[src/rtl/dice_roll_controller.sv]
// Dice roll controller: debounced button -> tumbling roll pulses -> 7-segment display.
// Define DICE_SLOWDOWN_EN for a decelerating tumble (step k lasts (k+1)*STEP_CYCLES).
module dice_roll_controller #(
    parameter int DEBOUNCE_CYCLES = 50000,
    parameter int STEP_CYCLES     = 2500000,
    parameter int TUMBLE_STEPS    = 12
) (
    input  logic       clk,
    input  logic       reset_n,
    input  logic       btn_raw,
    input  logic [3:0] dice_value,
    output logic       roll,
    output logic [6:0] seg,
    output logic       busy,
    output logic       result_valid,
    output logic [3:0] result
);

`ifdef DICE_SLOWDOWN_EN
    localparam int TMAX = TUMBLE_STEPS * STEP_CYCLES;
`else
    localparam int TMAX = STEP_CYCLES;
`endif
    localparam int TW = $clog2(TMAX + 1);
    localparam int SW = $clog2(TUMBLE_STEPS + 1);
    localparam int DW = $clog2(DEBOUNCE_CYCLES + 1);

    typedef enum logic [1:0] {
        IDLE   = 2'd0,
        TUMBLE = 2'd1,
        SHOW   = 2'd2
    } state_e;

    state_e          state_q, state_d;
    logic            sync1_q, sync2_q;
    logic            deb_q, deb_d;
    logic            press_q, press_d;
    logic [DW-1:0]   dcnt_q, dcnt_d;
    logic [TW-1:0]   timer_q, timer_d;
    logic [SW-1:0]   step_q, step_d;
    logic [3:0]      val_q, val_d;
    logic [3:0]      result_q, result_d;
    logic [6:0]      seg_q, seg_d;
    logic            roll_q, roll_d;
    logic            busy_q, busy_d;
    logic            rv_q, rv_d;
    logic            step_end, last_step, enter;

    function automatic logic [6:0] seg_enc(input logic [3:0] v);
        case (v)
            4'd1:    seg_enc = 7'b0000110;
            4'd2:    seg_enc = 7'b1011011;
            4'd3:    seg_enc = 7'b1001111;
            4'd4:    seg_enc = 7'b1100110;
            4'd5:    seg_enc = 7'b1101101;
            4'd6:    seg_enc = 7'b1111101;
            default: seg_enc = 7'b1000000;
        endcase
    endfunction

    // Level flips only after DEBOUNCE_CYCLES consecutive disagreeing cycles.
    always_comb begin
        deb_d   = deb_q;
        dcnt_d  = '0;
        press_d = 1'b0;
        if (sync2_q != deb_q) begin
            if (dcnt_q == DW'(DEBOUNCE_CYCLES - 1)) begin
                deb_d   = sync2_q;
                press_d = sync2_q;
            end else begin
                dcnt_d = dcnt_q + DW'(1);
            end
        end
    end

`ifdef DICE_SLOWDOWN_EN
    logic [TW-1:0] lim_q, lim_d;

    assign step_end = (timer_q == lim_q);

    always_comb begin
        lim_d = lim_q;
        if (enter) begin
            lim_d = TW'(STEP_CYCLES - 1);
        end else if (state_q == TUMBLE && step_end) begin
            lim_d = lim_q + TW'(STEP_CYCLES);
        end
    end

    always_ff @(posedge clk or negedge reset_n) begin
        if (!reset_n) begin
            lim_q <= '0;
        end else begin
            lim_q <= lim_d;
        end
    end
`else
    assign step_end = (timer_q == TW'(STEP_CYCLES - 1));
`endif

    assign last_step = (step_q == SW'(TUMBLE_STEPS - 1));
    assign enter     = (state_q != TUMBLE) && (state_d == TUMBLE);

    always_ff @(posedge clk or negedge reset_n) begin
        if (!reset_n) begin
            state_q <= IDLE;
        end else begin
            state_q <= state_d;
        end
    end

    always_comb begin
        state_d = state_q;
        case (state_q)
            IDLE, SHOW: if (press_q) state_d = TUMBLE;
            TUMBLE:     if (step_end && last_step) state_d = SHOW;
            default:    state_d = IDLE;
        endcase
    end

    always_comb begin
        timer_d  = timer_q;
        step_d   = step_q;
        val_d    = val_q;
        seg_d    = seg_q;
        result_d = result_q;
        roll_d   = 1'b0;
        busy_d   = busy_q;
        rv_d     = rv_q;
        if (enter) begin
            timer_d = '0;
            step_d  = '0;
            busy_d  = 1'b1;
            rv_d    = 1'b0;
            roll_d  = 1'b1;
        end else if (state_q == TUMBLE) begin
            // dice_value has settled one cycle after the roll pulse.
            if (timer_q == TW'(1)) begin
                val_d = dice_value;
                seg_d = seg_enc(dice_value);
            end
            if (step_end) begin
                timer_d = '0;
                step_d  = step_q + SW'(1);
                if (state_d == SHOW) begin
                    busy_d   = 1'b0;
                    rv_d     = 1'b1;
                    result_d = val_d;
                end else begin
                    roll_d = 1'b1;
                end
            end else begin
                timer_d = timer_q + TW'(1);
            end
        end
    end

    always_ff @(posedge clk or negedge reset_n) begin
        if (!reset_n) begin
            sync1_q  <= 1'b0;
            sync2_q  <= 1'b0;
            deb_q    <= 1'b0;
            dcnt_q   <= '0;
            press_q  <= 1'b0;
            timer_q  <= '0;
            step_q   <= '0;
            val_q    <= '0;
            seg_q    <= '0;
            result_q <= '0;
            roll_q   <= 1'b0;
            busy_q   <= 1'b0;
            rv_q     <= 1'b0;
        end else begin
            sync1_q  <= btn_raw;
            sync2_q  <= sync1_q;
            deb_q    <= deb_d;
            dcnt_q   <= dcnt_d;
            press_q  <= press_d;
            timer_q  <= timer_d;
            step_q   <= step_d;
            val_q    <= val_d;
            seg_q    <= seg_d;
            result_q <= result_d;
            roll_q   <= roll_d;
            busy_q   <= busy_d;
            rv_q     <= rv_d;
        end
    end

    assign roll         = roll_q;
    assign seg          = seg_q;
    assign busy         = busy_q;
    assign result_valid = rv_q;
    assign result       = result_q;

endmodule

[config.mk]
export PLATFORM = sky130hd
export DESIGN_NAME = dice_roll_controller
export DESIGN_NICKNAME = d
export VERILOG_FILES = /design/src/rtl/dice_roll_controller.sv
export SDC_FILE = /design/constraint.sdc
export NUM_CORES = 1
export LEC_CHECK = 0
export CAP_MARGIN = 20
export CORE_UTILIZATION = 50
export CTS_CLUSTER_DIAMETER = 100
export DETAILED_ROUTE_END_ITERATION = 10
export GPL_TIMING_DRIVEN = 0
export PLACE_DENSITY = 0.7
export SLEW_MARGIN = 0
export SYNTH_ARGS = -nofsm -noshare
export SYNTH_HDL_FRONTEND = slang
export SYNTH_SLANG_ARGS = --single-unit
[constraint.sdc]
create_clock -name clk -period 4.6 [get_ports clk]
set_input_delay 0.46 -clock clk [delete_from_list [all_inputs] [get_ports clk]]
set_output_delay 0.46 -clock clk [all_outputs]
set_load 0.01 [all_outputs]
Word-level counts from Yosys, hierarchy flattened
Index checks and enable logic that the tools add are counted.
- reductions and logical operators: 13
- bitwise gates (word level): 1
- mux-type cells: 27
- equal/unequal tests: 16
- $add $sub $neg: 3
- operators with widths (cell ; number):
    22-bit 2-to-1 mux ; 3
    7-bit one-hot mux with 6 select lines ; 1
    16-bit 2-to-1 mux ; 2
    22-bit by 1-bit adder with 22-bit output, second input constant ; 1
    22-bit by 1-bit == test with 1-bit output, second input constant ; 1
    22-bit == test, second input constant ; 1
    16-bit by 1-bit adder with 16-bit output, second input constant ; 1
    16-bit == test, second input constant ; 1
    4-bit 2-to-1 mux ; 4
    1-bit 2-to-1 mux ; 14
    4-bit by 3-bit == test with 1-bit output, second input constant ; 3
    4-bit by 2-bit == test with 1-bit output, second input constant ; 2
    2-bit AND reduction ; 3
    3-bit AND reduction ; 2
    2-bit nonzero test ; 3
    4-bit by 1-bit adder with 4-bit output, second input constant ; 1
    2-bit by 1-bit == test with 1-bit output, second input constant ; 2
    2-bit == test, second input constant ; 2
    4-bit by 1-bit == test with 1-bit output, second input constant ; 1
    4-bit == test, second input constant ; 1
    2-bit 2-to-1 mux ; 2
    2-bit one-hot mux with 2 select lines ; 1
    4-bit AND reduction ; 1
    1-bit logical AND ; 2
    5 further kinds ; 5
- output and inout port bits: 14
- flip-flop bits (word level): 66
- logic and storage cells: 74
- bits of input ports: 7

Logic depth before layout (Yosys ltp)
- word-level depth: 9
- gate-level depth with buffers: 7
- gate-level depth less buffers: 6

Worst setup path before layout
No wires, ideal clock.
- path type: reg2reg
- from: register timer_q[12]
- to: register seg_q[2], in the netlist seg[2]
- library setup time: 0.125 ns
- path slack: 2.437 ns
- path buffers: 1
- clock period less this slack: 2.163 ns
- arrival: 2.038 ns
- required time: 4.475 ns
- stages on the path, launching flop included: 6
- path through: dfrtp_1 -> or4_4 -> or3_4 -> nor4_4 -> buf_6 -> mux2_4
- word-level cells in the longest chain between the ends: 8
- elaborated cells on any way between the ends: 9
- those cells by class: eq/ne: 3; mux: 2; bitwise: 1; reduce/logical: 3
- ends and longest elaborated chain (element ; RTL line ; text):
    from (decl) ; 39 ; logic [TW-1:0] timer_q, timer_d;
    from (signal assigned) ; 179 ; timer_q <= timer_d;
    22-bit == test ; 98 ; assign step_end = (timer_q == TW'(STEP_CYCLES - 1));
    1-bit logical AND ; 116 ; TUMBLE: if (step_end && last_step) state_d = SHOW;
    2-bit 2-to-1 mux ; 116 ;
    2-bit one-hot mux with 2 select lines ; 114 ; case (state_q)
    2-bit by 1-bit == test with 1-bit output ; 102 ; assign enter = (state_q != TUMBLE) && (state_d == TUMBLE);
    1-bit logical AND ; 102 ;
    1-bit inverter (no line) ; n/a ;
    3-bit AND reduction (no line) * ; n/a ;
    to (signal assigned) ; 182 ; seg_q <= seg_d;
    to (decl) ; 43 ; logic [6:0] seg_q, seg_d;
Every way passes the cells marked *; elsewhere a longest branch is shown, timed or not.
A chain may end at the register's enable or synchronous reset.

Final worst setup path
- from: register timer_q[0]
- to: register timer_q[15]
- word-level cells in the longest chain between the ends: 7
- elaborated cells on any way between the ends: 11
- those cells by class: add/sub: 1; eq/ne: 2; mux: 5; reduce/logical: 3
- ends and longest elaborated chain (element):
    branches (longest 7 deep; another with 22-bit by 1-bit adder with 22-bit output)
Several ways; the timed one is not identified. The select of a mux whose other input is x is not followed.

==> results.txt <==
CTS root buf = clkbuf_8
Most frequent cells in the layout = dfrtp_1 (65), nor2_1 (40), xor2_1 (26)
Cts bufs inserted = 9
Max cap viols = 0
Drt total wl = 5981 um
CTS tree = done
DRC = 0
Min Clock Period, post-route = 2.356 ns
Die area = 6777 um2
Number of enable flip-flop cells after synthesis = 0
GRT overflow = 0
Worst slack, placed = 2.250 ns
Startpoint types = flip-flop
1st-iter DRT viols = 148
Syn. warnings = 0
Initial antenna violation count = 0
CTS clock-pin slew for the worst setup and hold paths = 0.07 ns
Final Non-Filler Cells = 412
Setup TNS = 0 ns
CTS Hold Buffers Added = 0
RSZ-0062 raised after global routing = no
Vias in the first global route = 2088
Switching share of power = 0.1958
GR Layer Usage met2 = 0.3198
PnR worst setup slack = 2.244 ns
Pint = 919.9 uW
Total Routing Usage GR = 0.1966
Num rows = 28
P&R area growth vs syn = 15.94%
Synth cell types = 49
Slew headroom = 0.4667
Post-Syn Area = 3226 um2
Syn nets = 312
Sink Count = 65
M3 GR Usage = 0.07253
Via Count = 2271
Largest cells by area after synthesis = dfrtp_1 (50%), xor2_1 (7.1%), nor2_1 (4.7%)
Most used DFF post-synth = dfrtp_1
Die X = 82.32 um
CTS resizes = 0
Hold Fails Final Rpt = 0
# diodes = 0
Core footprint = 6061 um2
Setup Crit Path Kind = flip-flop to flip-flop
Hold Path Class = primary input to asynchronous set/reset pin
Syn avg cell area = 10.72 um2
Die H = 82.32 um
Peak supply drop = 0.2981 mV
Slew @ Worst Pin = 0.8000 ns
R2R Path Start = timer_q[0]$_DFFE_PN0P_
Synth area leader = dfrtp_1
GR Util met1 = 0.2504
Postcts setup bufs = 0
Asr flop ratio synth = 1.000
Max Clock Skew = 0.007077 ns
Worst EP required = 4.80 ns
Post-layout net count = 343
Cells after synthesis = 301
Pwr per Cell Area = 305.9 nW/um2
Most Used Layer, Global Route = met2
Initial Utilization = 0.5322
Placed cell count = 396
Setup-failing EPs final = 0
Sequential Power Share = 0.505
Pin count of the biggest net entering global routing = 66
Max Freq = 424.4 MHz
Crit path from = timer_q[0]$_DFFE_PN0P_
H-tree levels = 3
I/O pins = 21
Crit path max fanout = 10
Clock share of power = 0.469
WL/cell = 14.52 um
Combinational share of power = 0.026
Post-synthesis sequential area ratio = 0.5043
WP data arrival = 2.56 ns
P_leak = 0.001714 uW
Pins Over Slew Limit = 0
Longest Clk Path Bufs = 2
Crit end category = flip-flop
Period utilisation layout = 0.5122
Flop and latch count out of synthesis = 65
ANT nets after route = 0
FILL cells = 502
Most common cell after layout, fill and taps aside = dfrtp_1
Hpwl dp = 4033 um
IO Port Bufs = 20
Clk_lat worst skew = 0.33 ns
Post-DR vias/cell = 5.512
Outcome = complete, no violations
Drt first pass iters = 4
Sw Pwr = 224.0 uW
Gpl congestion = 0.8493
Share of cells above drive strength 1 = 0.1335
Area fraction of the dominant cell type after synthesis = 0.5043
Global-route wire length before repair = 9763 um
-- flip-flops by register name, summed over array words and instances, names as in the netlist --
register	flops
dcnt_q	16
sync2_q	1
roll	1
press_q	1
seg	6
val_q	4
deb_q	1
result_valid	1
state_q	2
step_q	4
timer_q	22
busy	1
sync1_q	1
result	4
-- cell families (layout without fill, tap and decap cells) --
family | Yosys count | count (layout) | synth area share
and+or+nand+nor | 141 | 141 | 0.2405
DFF | 65 | 65 | 0.5043
xor gates and xnor gates | 33 | 33 | 0.08961
AOI/OAI and AO/OA | 29 | 29 | 0.06672
buffers and inverters | 15 | 51 | 0.02521
muxes | 14 | 14 | 0.05818
adders and majority gates | 4 | 4 | 0.01552
-- Yosys cell counts, types with 2 or more instances --
master / instances
and3_1: 7
o21ai_0: 9
xnor2_1: 7
a21o_1: 4
clkbuf_1: 5
mux2_2: 6
mux2_4: 8
ha_1: 4
a311oi_1: 2
xor2_1: 26
or4_1: 2
nor4b_1: 2
nand4_1: 10
nor3b_1: 5
nor4_1: 5
buf_4: 2
or3_1: 2
inv_1: 4
a21oi_1: 5
and2b_1: 2
nor3_1: 3
nor2b_1: 5
nor2_1: 40
o31ai_1: 3
nand2_1: 25
nand2b_1: 3
nand3_1: 16
buf_6: 2
dfrtp_1: 65
and4_1: 3
-- worst max-delay path: stages (launching register included) --
cell and delay (ns):
dfrtp_1 0.42, ha_1 0.27, nand4_1 0.14, nor4_1 0.52, a41o_2 0.37, clkbuf_1 0.39
nor2_1 0.10
-- path summary, 6_finish.rpt --
path                                      endpoint  slack (ns)  depth (start not counted)
hold reg to reg                  sync2_q$_DFF_PN0_        0.36                          0
setup / recovery           timer_q[15]$_DFFE_PN0P_        2.24                          6
setup reg to reg           timer_q[15]$_DFFE_PN0P_        2.24                          6
max in group asynchronous       seg[2]$_DFFE_PN0P_        3.86                          1
min in group clk                 sync2_q$_DFF_PN0_        0.36                          0
hold / removal               step_q[0]$_DFFE_PN0P_        0.21                          1
-- power by group through the flow --
stage	combinational (uW)	clock (uW)	sequential, uW
after floorplan	9.33	0	587
after global placement	30.5	0	588
after detailed placement	30.5	0	588
after CTS	30.7	554	577
after global routing	34.6	577	577
final	29.5	537	577
-- stage by stage --
step,hold WS (ns),utilization,cell area (um2),power (uW)
after global placement,0.3344,0.5807,3520,618.4
after CTS,0.2425,0.6171,3740,1162
after global routing,0.2818,0.6171,3740,1189
final,0.2115,0.6171,3740,1144
after detailed placement,0.3389,0.5803,3517,618.3
after floorplan,0.1644,-,3226,596.6
-- layer usage --
metal	vias to the layer above	wire, um
met5	-	0
met4	0	29
met3	2	182
met2	40	2952
met1	1110	2816
li1	1119	-
-- layout make-up --
class | count | area (um2) | area share
Buffer | 11 | 66.31 | 0.01773
Clock buffer | 14 | 162.7 | 0.04349
Clock inverter | 2 | 60.06 | 0.01606
Inverter | 4 | 15.01 | 0.004015
Multi-Input combinational cell | 221 | 1518 | 0.4058
Sequential cell | 65 | 1627 | 0.4349
Tap cell | 75 | 93.84 | 0.02509
Timing Repair Buffer | 20 | 197.7 | 0.05286
Power figures use the tool's default switching activity.
